[src/rtl/if_stage_pkg.sv]
`default_nettype none
// ============================================================================
// Module      : if_stage_pkg
// Description : Shared constants, FSM state encoding and queue entry type
//               for the instruction-fetch stage.
// Revision    : 1.0 - initial release
// ============================================================================
package if_stage_pkg;

    // Word handed to decode when nothing valid is queued.
    localparam logic [31:0] INST_NOP_WORD = 32'h0000_0000;

    // Sequential fetch advance, one 32-bit instruction word.
    localparam logic [31:0] PC_STEP = 32'd4;

    // Fetch FSM state encoding.
    localparam int IF_STATE_BUS = 2;

    typedef enum logic [IF_STATE_BUS-1:0] {
        IF_STATE_IDLE    = 2'd0,
        IF_STATE_REQUEST = 2'd1,
        IF_STATE_DISCARD = 2'd2
    } if_state_e;

    // One prefetch queue slot: the fetch address and the word returned for it.
    typedef struct packed {
        logic [31:0] pc;
        logic [31:0] word;
    } fetch_entry_t;

    // Force an address onto a 4-byte boundary.
    function automatic logic [31:0] align_word(input logic [31:0] addr);
        return addr & ~32'd3;
    endfunction

endpackage
`default_nettype wire

[src/rtl/if_stage_fetch_queue.sv]
`default_nettype none
// ============================================================================
// Module      : fetch_queue
// Description : Circular prefetch FIFO of {pc, instruction} entries with a
//               synchronous clear. Push when full and pop when empty are
//               ignored.
// Revision    : 1.0 - initial release
// ============================================================================
module fetch_queue
    import if_stage_pkg::*;
#(
    parameter int QUEUE_DEPTH = 2
) (
    input  logic                           clock,
    input  logic                           reset,
    input  logic                           push,
    input  fetch_entry_t                   push_entry,
    input  logic                           pop,
    input  logic                           clear,
    output logic                           full,
    output logic                           empty,
    output logic [$clog2(QUEUE_DEPTH):0]   count,
    output fetch_entry_t                   head_entry
);

    localparam int PTR_W = $clog2(QUEUE_DEPTH);
    localparam int CNT_W = PTR_W + 1;

    fetch_entry_t     r_storage [QUEUE_DEPTH];
    logic [PTR_W-1:0] r_wr_ptr;
    logic [PTR_W-1:0] r_rd_ptr;
    logic [CNT_W-1:0] r_count;

    logic w_do_push;
    logic w_do_pop;

    assign full       = (r_count == CNT_W'(QUEUE_DEPTH));
    assign empty      = (r_count == '0);
    assign count      = r_count;
    assign head_entry = r_storage[r_rd_ptr];

    assign w_do_push = push && !full;
    assign w_do_pop  = pop && !empty;

    // Pointer and occupancy bookkeeping; power-of-two depth makes wrap free.
    always_ff @(posedge clock) begin
        if (reset || clear) begin
            r_wr_ptr <= '0;
            r_rd_ptr <= '0;
            r_count  <= '0;
        end else begin
            if (w_do_push) begin
                r_wr_ptr <= r_wr_ptr + PTR_W'(1);
            end
            if (w_do_pop) begin
                r_rd_ptr <= r_rd_ptr + PTR_W'(1);
            end
            case ({w_do_push, w_do_pop})
                2'b10:   r_count <= r_count + CNT_W'(1);
                2'b01:   r_count <= r_count - CNT_W'(1);
                default: r_count <= r_count;
            endcase
        end
    end

    // Entry storage; contents need no reset because empty masks the head.
    always_ff @(posedge clock) begin
        if (w_do_push && !clear && !reset) begin
            r_storage[r_wr_ptr] <= push_entry;
        end
    end

endmodule
`default_nettype wire

[src/rtl/if_stage.sv]
`default_nettype none
// ============================================================================
// Module      : if_stage
// Description : Instruction-fetch stage. Owns the fetch PC, issues single-beat
//               reads over a request/ready handshake, buffers returned words
//               in a prefetch queue and supports redirect (flush).
// Revision    : 1.0 - initial release
// ============================================================================
module if_stage
    import if_stage_pkg::*;
#(
    parameter logic [31:0] RESET_PC    = 32'h0000_0000,
    parameter int          QUEUE_DEPTH = 2
) (
    input  logic        clock,
    input  logic        reset,
    input  logic        stall,
    input  logic        flush,
    input  logic [31:0] flush_target,
    output logic        mem_read_enable,
    output logic [31:0] mem_read_addr,
    input  logic        mem_ready,
    input  logic [31:0] mem_read_data,
    output logic [31:0] program_counter,
    output logic [31:0] instruction,
    output logic        instruction_valid
);

    localparam int          CNT_W          = $clog2(QUEUE_DEPTH) + 1;
    localparam logic [31:0] RESET_PC_WORD  = align_word(RESET_PC);

    if_state_e    r_state;
    logic [31:0]  r_fetch_pc;
    logic [31:0]  r_flush_target;

    logic         w_push;
    logic         w_pop;
    logic         w_queue_full;
    logic         w_queue_empty;
    logic [CNT_W-1:0] w_count;
    logic [CNT_W:0]   w_count_next;
    logic         w_has_space;
    logic [31:0]  w_target;
    logic [31:0]  w_fetch_pc_inc;
    fetch_entry_t w_push_entry;
    fetch_entry_t w_head_entry;

    // A returned word is kept only on a live (non-discard) request with no
    // redirect in the same cycle; flush also suppresses the pop so that the
    // clear wins cleanly.
    assign w_push = (r_state == IF_STATE_REQUEST) && mem_ready && !flush;
    assign w_pop  = instruction_valid && !stall && !flush;

    // Occupancy after this cycle's push/pop decides whether to keep streaming.
    assign w_count_next = {1'b0, w_count} + (CNT_W+1)'(w_push) - (CNT_W+1)'(w_pop);
    assign w_has_space  = (w_count_next < (CNT_W+1)'(QUEUE_DEPTH));

    assign w_target       = align_word(flush_target);
    assign w_fetch_pc_inc = r_fetch_pc + PC_STEP;

    assign w_push_entry.pc   = mem_read_addr;
    assign w_push_entry.word = mem_read_data;

    fetch_queue #(
        .QUEUE_DEPTH (QUEUE_DEPTH)
    ) u_fetch_queue (
        .clock      (clock),
        .reset      (reset),
        .push       (w_push),
        .push_entry (w_push_entry),
        .pop        (w_pop),
        .clear      (flush),
        .full       (w_queue_full),
        .empty      (w_queue_empty),
        .count      (w_count),
        .head_entry (w_head_entry)
    );

    // Decode sees a NOP at PC 0 whenever nothing is queued.
    assign instruction_valid = !w_queue_empty;
    assign instruction       = w_queue_empty ? INST_NOP_WORD : w_head_entry.word;
    assign program_counter   = w_queue_empty ? 32'h0 : w_head_entry.pc;

    // Fetch FSM: request sequencing, fetch PC advance and redirect handling.
    always_ff @(posedge clock) begin
        if (reset) begin
            r_state         <= IF_STATE_IDLE;
            r_fetch_pc      <= RESET_PC_WORD;
            r_flush_target  <= RESET_PC_WORD;
            mem_read_enable <= 1'b0;
            mem_read_addr   <= RESET_PC_WORD;
        end else begin
            case (r_state)
                IF_STATE_IDLE: begin
                    if (flush) begin
                        r_fetch_pc <= w_target;
                    end else if (!w_queue_full) begin
                        r_state         <= IF_STATE_REQUEST;
                        mem_read_enable <= 1'b1;
                        mem_read_addr   <= r_fetch_pc;
                    end
                end

                IF_STATE_REQUEST: begin
                    if (mem_ready) begin
                        if (flush) begin
                            // Word arrives with the redirect: drop it, no
                            // outstanding request remains to discard.
                            r_state         <= IF_STATE_IDLE;
                            mem_read_enable <= 1'b0;
                            r_fetch_pc      <= w_target;
                        end else begin
                            r_fetch_pc <= w_fetch_pc_inc;
                            if (w_has_space) begin
                                mem_read_addr <= w_fetch_pc_inc;
                            end else begin
                                r_state         <= IF_STATE_IDLE;
                                mem_read_enable <= 1'b0;
                            end
                        end
                    end else if (flush) begin
                        // Request cannot be withdrawn; finish it and drop
                        // the data, remembering where to go afterwards.
                        r_state        <= IF_STATE_DISCARD;
                        r_flush_target <= w_target;
                    end
                end

                IF_STATE_DISCARD: begin
                    if (mem_ready) begin
                        r_state         <= IF_STATE_IDLE;
                        mem_read_enable <= 1'b0;
                        r_fetch_pc      <= flush ? w_target : r_flush_target;
                    end else if (flush) begin
                        r_flush_target <= w_target;
                    end
                end

                default: begin
                    r_state         <= IF_STATE_IDLE;
                    mem_read_enable <= 1'b0;
                end
            endcase
        end
    end

endmodule
`default_nettype wire
[config.mk]
export PLATFORM = sky130hd
export DESIGN_NAME = if_stage
export DESIGN_NICKNAME = d
export VERILOG_FILES = /design/src/rtl/if_stage_pkg.sv /design/src/rtl/if_stage_fetch_queue.sv /design/src/rtl/if_stage.sv
export SDC_FILE = /design/constraint.sdc
export NUM_CORES = 1
export LEC_CHECK = 0
export ABC_AREA = 0
export CORE_ASPECT_RATIO = 1.75
export CORE_MARGIN = 2
export CORE_UTILIZATION = 35
export CTS_BUF_LIST = sky130_fd_sc_hd__clkbuf_8 sky130_fd_sc_hd__clkbuf_16
export CTS_CLUSTER_DIAMETER = 120
export DETAILED_ROUTE_END_ITERATION = 7
export GPL_ROUTABILITY_DRIVEN = 0
export PLACE_DENSITY = 0.66
export SLEW_MARGIN = 40
export SYNTH_ARGS = -nofsm -noshare
export SYNTH_HDL_FRONTEND = slang
export SYNTH_SLANG_ARGS = --single-unit
export TNS_END_PERCENT = 5
[constraint.sdc]
create_clock -name clock -period 15.86 [get_ports clock]
set_input_delay 2.379 -clock clock [delete_from_list [all_inputs] [get_ports clock]]
set_output_delay 2.379 -clock clock [all_outputs]
set_load 0.02 [all_outputs]
==> metrics.txt, run 1 <==
status=completed; Initial DRC Count=622; Root Driver=clkbuf_16; Max IR drop VDD=0.0562 mV; Post-CTS Setup Inserts=0; count of different cell masters after synthesis=59; Leakage=4.17 nW; Period minus WS final=5860 ps; CTS tree=yes; Hold Vio Cnt, Final=0; core area=0.0293 sq mm; CTS Sinks=about 230; num rows=83; Worst-Margin Slew=815 ps; global-route usage over all layers=0.165; Slew headroom=0.457; CP max FO=60; synth-to-layout area growth=25.4%; clock buffer count from CTS=21; Pwr Total=1.61 mW; Worst Setup Slack, final=about 10000 ps; Most used DFF post-synth=edfxtp_1; DRT Pass-1 Iters=5; share of cells above drive strength 1=0.0565; Worst EP arrival=6240 ps; CTS Buffer Depth=3; Starting Density=0.355; register bit count reported by yosys=232; critical path startpoint category=input pin; DIE AREA=0.0312 sq mm; vias in the first global route=7696; Worst Skew=9.86 ps; async set-or-reset flop fraction in the synthesized netlist=0; # diodes=0; Pins Over Slew Limit=0; largest net degree at the start of global routing=73; commonest non-fill, non-tap cells in the layout=163 x clkdlybuf4s50_1, 128 x edfxtp_1, 122 x nor2_1, 103 x dfxtp_1, 99 x nand2_1; CP Capture Type=register; Final ANT Viol Nets=0; PD cells=between 100 and 150 mW/mm^2; global-route wire length before repair=41400 um; DP Worst Slack=9490 ps; final setup fails=0; Post-Route Setup TNS=0 ps; Routed Wire Length=~26000 um; Detailed Place HPWL=18100 um; MaxCap Viol Count=0; Die Y=232 um; routed via count=7852; Mapped Area=0.0104 sq mm; RSZ-0062 raised after global routing=false; H-tree depth=1; DR vias/cell=5.24; Worst EP required=between 15000 and 20000 ps; WL/cell=17.6 um; Cells after Synth=slightly below 1000; Post-CTS Resized=0; die outline width=134 um; Clock Latency Late Sink=approximately 510 ps; Peak Freq=171 MHz; Placed Cells incl. Taps=1461; Mean Syn Cell Area=around 11 sq um; post-synthesis sequential area ratio=0.570; drt drc=0; Port Buffer Count=164; Core Util, Final=0.445; fin crit share=0.370; HP Class=register to register; # hold bufs at CTS=0; Warnings, synthesis=0; Final Net Count=~1200; commonest non-fill, non-tap cell in the layout=clkdlybuf4s50_1; Finished Layout Cells=1498; clock-pin slew on the worst setup and hold paths=60 ps; initial antenna violation count=0; syn_nets=roughly 1100; Post-synth EDFFs=128; critical setup path kind=input pin to register; I/O pins=about 170; GRT overflow=0
## power breakdown
group | switching, mW | internal (mW)
clock network | 0.215 | 0.290
logic | 0.199 | 0.141
registers | 0.0686 | 0.697
total | 0.483 | 1.13
## layer usage
layer,vias up,track usage,routed length (um)
li1,3825,-,-
met1,3751,0.175,9820
met2,222,0.320,14400
met3,54,0.0231,1150
met4,0,0.0720,931
met5,-,0,0
## stage by stage
| step | instance area (sq um) | hold WS [ps] |
|---|---|---|
| finish | 13000 | 456 |
| floorplan | 10400 | 436 |
| global placement | 12300 | 442 |
| CTS | 13000 | 458 |
| detailed placement | 12400 | 449 |
| global route | 13000 | 477 |
## final timing paths
path                                      to                             from  depth (start not counted)  slack [ps]
max            mem_read_addr[1]$_SDFFE_PP0P_                            flush                         12       10000
min          r_flush_target[12]$_SDFFE_PP0P_  r_flush_target[12]$_SDFFE_PP0P_                          2         460
max reg2reg    mem_read_addr[1]$_SDFFE_PP0P_          r_state[1]$_SDFFE_PP0P_                         13       12170
min reg2reg  r_flush_target[12]$_SDFFE_PP0P_  r_flush_target[12]$_SDFFE_PP0P_                          2         460
## cell type report
type	count	area (sq um)
Inverter	11	41.3
Timing Repair Buffer	177	1740
Fill cell	2771	16200
Clock inverter	16	154
Tap cell	382	478
Multi-Input combinational cell	659	4170
Clock buffer	21	526
Sequential cell	232	5930
## critical path, stage by stage
cell	delay, ps
clkdlybuf4s50_1	760
nor2b_4	670
nand2_1	120
ha_1	300
nand2b_1	150
fa_1	380
xnor2_1	250
nand4_1	230
a21boi_4	200
buf_4	470
mux2i_1	250
nor2_1	50
## logic make-up (layout without fill, tap and decap cells)
group | count (synthesis) | after routing | share of synthesized area
AOI/OAI and AO/OA | 202 | 202 | 0.130
xor gates and xnor gates | 41 | 41 | 0.0345
adders and majority gates | 8 | 8 | 0.0103
buffers and inverters | 93 | 225 | 0.0354
DFF | 232 | 232 | 0.570
muxes | 70 | 70 | 0.0674
and+or+nand+nor | 338 | 338 | 0.153
## registers in the layout (all words and copies together), names as in the netlist, named ones only
name / flops
mem_read_addr: 32
mem_read_enable: 1
r_fetch_pc: 32
r_flush_target: 32
r_state: 2
u_fetch_queue.count: 2
u_fetch_queue.r_rd_ptr: 1
u_fetch_queue.r_storage: 128
u_fetch_queue.r_wr_ptr: 1
## synth_stat cells (3+ instances only)
cell / instances / area, sq um
edfxtp_1: 128 / 3840
nor2_1: 123 / 462
dfxtp_1: 104 / 2080
nand2_1: 99 / 372
mux2i_1: 70 / 701
clkbuf_1: 63 / 236
a21oi_1: 59 / 295
o21ai_0: 34 / 170
a211oi_1: 31 / 233
xor2_1: 27 / 236
nor3_1: 24 / 120
nand4_1: 22 / 138
nand3_1: 20 / 100
xnor2_1: 14 / 123
a221o_1: 13 / 130
a31oi_1: 11 / 68.8
inv_1: 11 / 41.3
a221oi_1: 10 / 87.6
buf_2: 9 / 45.0
and3_1: 8 / 50.1
buf_1: 8 / 30.0
nor3b_1: 8 / 60.1
nor4_1: 8 / 50.1
ha_1: 7 / 87.6
a22o_1: 6 / 52.6
o221ai_1: 6 / 52.6
nand2b_1: 5 / 31.3
o211ai_1: 5 / 37.5
a21boi_0: 4 / 30.0
o2111ai_1: 4 / 35.0
nor2b_1: 3 / 18.8
o22ai_1: 3 / 18.8
or3_1: 3 / 18.8
(Power assumes the default switching activity.)
==> run 2: changes to the inputs <==
==> constraint.sdc (replaced) <==
create_clock -name clock -period 5.4 [get_ports clock]
set_input_delay 0.81 -clock clock [delete_from_list [all_inputs] [get_ports clock]]
set_output_delay 0.81 -clock clock [all_outputs]
set_load 0.02 [all_outputs]
==> metrics.txt, run 2 (synthesized netlist as in run 1, its figures left out) <==
Pwr Total=4.86 mW (was 1.61 mW); area of the multi-input gates=0.00417 sq mm (unchanged); core area=0.0293 sq mm (unchanged); global-route wire length before repair=42100 um (was 41400 um); PD cells=369 mW/mm^2 (was 124 mW/mm^2); # hold bufs at CTS=0 (unchanged); Max IR drop VDD=0.189 mV (was 0.0562 mV); I/O pins=167 (unchanged); Worst Skew=11.5 ps (was 9.86 ps); critical-path cell list=clkdlybuf4s50_1 -> buf_4 -> nor3_1 -> ha_1 -> nand2b_1 -> fa_1 -> xnor2_1 -> nand4_1 -> a21boi_4 -> buf_4 -> nor2_1 -> a211oi_1 (was clkdlybuf4s50_1 -> nor2b_4 -> nand2_1 -> ha_1 -> nand2b_1 -> fa_1 -> xnor2_1 -> nand4_1 -> a21boi_4 -> buf_4 -> mux2i_1 -> nor2_1); R2R setup slack=2080 ps (was 12170 ps); Largest Register=u_fetch_queue.r_storage (unchanged); Pins Over Slew Limit=0 (unchanged); # diodes=0 (unchanged); commonest non-fill, non-tap cells in the layout=163 x clkdlybuf4s50_1, 128 x edfxtp_1, 122 x nor2_1, 103 x dfxtp_1, 99 x nand2_1 (unchanged); Detailed Place HPWL=18300 um (was 18100 um); synth-to-layout area growth=26.5% (was 25.4%); HP Class=register to register (unchanged); Final Cell Area=0.0132 sq mm (was 0.0130 sq mm); Starting Density=0.355 (unchanged); Filler Cells Inserted=2744 (was 2771); Worst EP required=5820 ps (was 16240 ps); max FFs per register=128 (unchanged); CTS Buffer Depth=3 (unchanged); CP Capture Type=register (unchanged); CP peak stage delay=560 ps (was 760 ps); final setup fails=0 (unchanged); DRT Pass-1 Iters=5 (unchanged); status=completed (unchanged); vias in the first global route=7778 (was 7696); largest net degree at the start of global routing=67 (was 73); die outline width=134 um (unchanged); fin crit share=0.701; critical path startpoint category=input pin (unchanged); Initial DRC Count=559 (was 622); MaxCap Viol Count=0 (unchanged); WL/cell=17.7 um (was 17.6 um); storage element area=0.00593 sq mm (unchanged); initial antenna violation count=0 (unchanged); WL met2=14700 um (was 14400 um); H-tree depth=1 (unchanged); crit-path most repeated cell=buf_4; Peak Freq=264 MHz; drt drc=0 (unchanged); Post-CTS Resized=0 (unchanged); num rows=83 (unchanged); Slew headroom=0.460 (was 0.457); Hold Vio Cnt, Final=0 (unchanged); Leakage=4.26 nW (was 4.17 nW); clock-pin slew on the worst setup and hold paths=60 ps (about the same); critical setup path kind=input pin to register (unchanged); CTS Sinks=232 (unchanged); share of cells above drive strength 1=0.0606 (was 0.0565); Worst path top cell family by delay=buffers and inverters (unchanged); Routed Wire Length=26600 um (was 26300 um); Worst-Margin Slew=810 ps (was 815 ps); Finished Layout Cells=1504 (was 1498); Root Driver=clkbuf_16 (unchanged); placed instance area=0.0124 sq mm (about the same); Placed Cells incl. Taps=1466 (was 1461); top sig layer=met4 (unchanged); Post-Route M1 WL=9940 um (was 9820 um); Slowest-stage cell, CP=clkdlybuf4s50_1 (unchanged); global-route usage over all layers=0.168 (was 0.165); clock buffer count from CTS=21 (unchanged); DIE AREA=0.0312 sq mm (unchanged); commonest non-fill, non-tap cell in the layout=clkdlybuf4s50_1 (unchanged); DR vias/cell=5.24 (about the same); CP bufs+invs=3 (was 2); Post-CTS Setup Inserts=0 (unchanged); Clock Latency Late Sink=510 ps (about the same); CTS tree=yes (unchanged); Port Buffer Count=164 (unchanged); RSZ-0062 raised after global routing=false (unchanged); GRT overflow=0 (unchanged); routed via count=7884 (was 7852); Worst EP arrival=4200 ps (was 6240 ps); Final Net Count=1184 (was 1179); Period minus WS final=3780 ps; CP max FO=21 (was 60); WL met3=1180 um (was 1150 um); Final ANT Viol Nets=0 (unchanged); Die Y=232 um (unchanged)
==> run 2: worst reg2reg max path, cell delays in order, from the launching register on <==
cell      delay [ps]
dfxtp_1          410
ha_1             190
nor2b_1          160
nand2_1           90
ha_1             280
nand2b_1         150
fa_1             380
xnor2_1          250
nand4_1          220
a21boi_4         550
buf_4            280
nor2_1            60
a211oi_1         200
==> run 2: worst paths after layout <==
kind / startpoint / endpoint / depth (start not counted)
setup / recovery: flush / mem_read_addr[23]$_SDFFE_PP0P_ / 12
hold / removal: r_flush_target[2]$_SDFFE_PP0P_ / r_flush_target[2]$_SDFFE_PP0P_ / 2
setup reg to reg: r_state[0]$_SDFFE_PP0P_ / mem_read_addr[23]$_SDFFE_PP0P_ / 12
hold reg to reg: r_flush_target[2]$_SDFFE_PP0P_ / r_flush_target[2]$_SDFFE_PP0P_ / 2
==> run 2: report_power, final <==
part / internal (mW) / switching [mW] / total [mW]
clock: 0.939 / 0.654 / 1.59
combinational: 0.427 / 0.587 / 1.01
sequential: 2.05 / 0.208 / 2.25
==> run 2: stage by stage <==
step | setup slack, ps | hold slack (ps) | util | setup TNS (ps)
after floorplan | -1220 | 436 | - | -77860
after CTS | 1600 | 458 | 0.449 | 0
after global placement | 1190 | 442 | 0.423 | 0
final | 1620 | 457 | 0.449 | 0
after detailed placement | 1100 | 449 | 0.424 | 0
after global routing | 1340 | 471 | 0.449 | 0
==> run 2: final cells by class <==
cell class              instances  area share
clock buffers                  26      0.0460
clock inverters                12      0.0103
inverters                      11     0.00314
multi-input cells             659       0.317
flip-flops and latches        232       0.451
well taps                     382      0.0363
repair buffers                182       0.137
==> run 2: per-layer routing <==
metal | track usage | vias to the layer above
li1 | - | 3844
met1 | 0.183 | 3800
met2 | 0.320 | 192
met3 | 0.0262 | 48
met4 | 0.0701 | 0
met5 | 0 | -
==> run 3: changes to the inputs <==
==> constraint.sdc (replaced) <==
create_clock -name clock -period 3.6 [get_ports clock]
set_input_delay 0.54 -clock clock [delete_from_list [all_inputs] [get_ports clock]]
set_output_delay 0.54 -clock clock [all_outputs]
set_load 0.02 [all_outputs]
==> metrics.txt, run 3 (synthesized netlist as in run 1, its figures left out) <==
status=completed (unchanged); Final ANT Viol Nets=0 (unchanged); global-route usage over all layers=0.169 (was 0.168); final setup fails=0 (unchanged); PD cells=541 mW/mm^2 (was 369 mW/mm^2); GRT overflow=0 (unchanged); placed instance area=0.0125 sq mm (was 0.0124 sq mm); CP peak stage delay=730 ps (was 560 ps); area of the multi-input gates=0.00417 sq mm (about the same); CP Capture Type=output pin (was register); Worst-Margin Slew=787 ps (was 810 ps); largest net degree at the start of global routing=67 (unchanged); commonest non-fill, non-tap cells in the layout=163 x clkdlybuf4s50_1, 128 x edfxtp_1, 122 x nor2_1, 103 x dfxtp_1, 99 x nand2_1 (unchanged); clock-pin slew on the worst setup and hold paths=70 ps (was 60 ps); critical-path cell list=buf_4 -> mux2i_1 -> nor2_1 -> clkdlybuf4s50_1 (was clkdlybuf4s50_1 -> buf_4 -> nor3_1 -> ha_1 -> nand2b_1 -> fa_1 -> xnor2_1 -> nand4_1 -> a21boi_4 -> buf_4 -> nor2_1 -> a211oi_1); critical path startpoint category=register (was input pin); critical setup path kind=register to output pin (was input pin to register); Worst EP arrival=2450 ps (was 4200 ps); fin crit share=0.832; RSZ-0062 raised after global routing=false (unchanged); Final Net Count=1194 (was 1184); I/O pins=167 (unchanged); HP Class=register to register (unchanged); share of cells above drive strength 1=0.0681 (was 0.0606); max FFs per register=128 (unchanged); Placed Cells incl. Taps=1476 (was 1466); vias in the first global route=7834 (was 7778); routed via count=7943 (was 7884); die outline width=134 um (unchanged); Die Y=232 um (unchanged); # hold bufs at CTS=0 (unchanged); Post-CTS Resized=0 (unchanged); Largest Register=u_fetch_queue.r_storage (unchanged); Worst Setup Slack, final=606 ps (was 1620 ps); Pins Over Slew Limit=0 (unchanged); Finished Layout Cells=1513 (was 1504); DIE AREA=0.0312 sq mm (unchanged); DRT Pass-1 Iters=5 (unchanged); FF-to-FF path depth=13 (was 12); Peak Freq=334 MHz; Slowest-stage cell, CP=dfxtp_4 (was clkdlybuf4s50_1); crit path to=program_counter[1] (was mem_read_addr[23]$_SDFFE_PP0P_); Detailed Place HPWL=18600 um (was 18300 um); Root Driver=clkbuf_16 (unchanged); num rows=83 (unchanged); Crit Reg-Reg Endpoint=mem_read_addr[26]$_SDFFE_PP0P_ (was mem_read_addr[23]$_SDFFE_PP0P_); Worst EP required=3060 ps (was 5820 ps); Period minus WS final=2990 ps; Starting Density=0.355 (unchanged); Slew headroom=0.471 (was 0.460); Worst path top cell family by delay=buffers and inverters (unchanged); HP Start=r_flush_target[5]$_SDFFE_PP0P_ (was r_flush_target[2]$_SDFFE_PP0P_); Leakage=4.27 nW (was 4.26 nW); Initial DRC Count=550 (was 559); Core Util, Final=0.451 (was 0.449); DP Worst Slack=162 ps (was 1100 ps); MaxCap Viol Count=0 (unchanged); Filler Cells Inserted=2745 (was 2744); synth-to-layout area growth=26.9% (was 26.5%); WP depth=4 (was 12); Worst R2R Start=r_state[1]$_SDFFE_PP0P_ (was r_state[0]$_SDFFE_PP0P_); R2R setup slack=620 ps (was 2080 ps); clock buffer count from CTS=21 (unchanged); commonest non-fill, non-tap cell in the layout=clkdlybuf4s50_1 (unchanged); Clock Latency Late Sink=500 ps (was 510 ps); WL/cell=17.6 um (was 17.7 um); Routed Wire Length=26600 um (about the same); CTS tree=yes (unchanged); CP max FO=32 (was 21); initial antenna violation count=0 (unchanged); drt drc=0 (unchanged); CTS Sinks=232 (unchanged); H-tree depth=1 (unchanged); Port Buffer Count=164 (unchanged); Hold Vio Cnt, Final=0 (unchanged); core area=0.0293 sq mm (unchanged); Max IR drop VDD=0.258 mV (was 0.189 mV); Worst Skew=17.0 ps (was 11.5 ps); DR vias/cell=5.25 (was 5.24); CTS Buffer Depth=3 (unchanged); Pwr Total=7.14 mW (was 4.86 mW); global-route wire length before repair=42500 um (was 42100 um); CP bufs+invs=2 (was 3); # diodes=0 (unchanged); Post-CTS Setup Inserts=0 (unchanged); storage element area=0.00593 sq mm (unchanged); Final Cell Area=0.0132 sq mm (about the same)
==> run 3: cell count changes in the layout (fill, tap and decap cells not counted), sizes merged <==
cell | previous run | this run
buf | 19 | 29
clkinv | 2 | 7
inv | 17 | 14
bufinv | 3 | 1
clkbuf | 26 | 25
==> run 3: per-stage QoR <==
| step | hold WS [ps] | TNS (ps) |
|---|---|---|
| global placement | 442 | 0 |
| finish | 456 | 0 |
| floorplan | 436 | -51920 |
| detailed placement | 447 | 0 |
| global route | 469 | 0 |
| CTS | 457 | 0 |
==> run 3: worst min-delay path by stage <==
stage | endpoint | cells after the start
global route | r_flush_target[31]$_SDFFE_PP0P_ | 2
detailed placement | r_flush_target[14]$_SDFFE_PP0P_ | 2
floorplan | r_flush_target[3]$_SDFFE_PP0P_ | 2
finish | r_flush_target[5]$_SDFFE_PP0P_ | 2
CTS | r_flush_target[14]$_SDFFE_PP0P_ | 2
global placement | r_flush_target[31]$_SDFFE_PP0P_ | 2
==> run 3: where the power goes <==
| group | internal, mW | leakage [nW] | switching [mW] |
|---|---|---|---|
| logic | 0.667 | 1.91 | 0.899 |
| clock network | 1.25 | 0.345 | 0.964 |
| registers | 3.07 | 2.02 | 0.294 |
==> run 3: cell type report <==
type,count,area share
clock buffer,25,0.0448
clock inverter,12,0.00654
inverter,11,0.00313
multi-input combinational,659,0.316
sequential,232,0.449
tap,382,0.0362
timing repair buffer,192,0.144
==> run 3: metal layers <==
layer / vias to the layer above / global-route usage / share of wire
li1: 3871 / - / -
met1: 3813 / 0.184 / 0.38
met2: 207 / 0.328 / 0.56
met3: 52 / 0.0214 / 0.038
met4: 0 / 0.0664 / 0.031
met5: - / 0 / 0
==> run 3: worst reg2reg max path: cells and delay by family, from the launching register on <==
kind                       cells  cell delay, ps
adders and majority gates      3             820
and+or+nand+nor                5             680
AOI/OAI and AO/OA              2             460
DFF                            1             350
buffers and inverters          2             350
xor gates and xnor gates       1             240
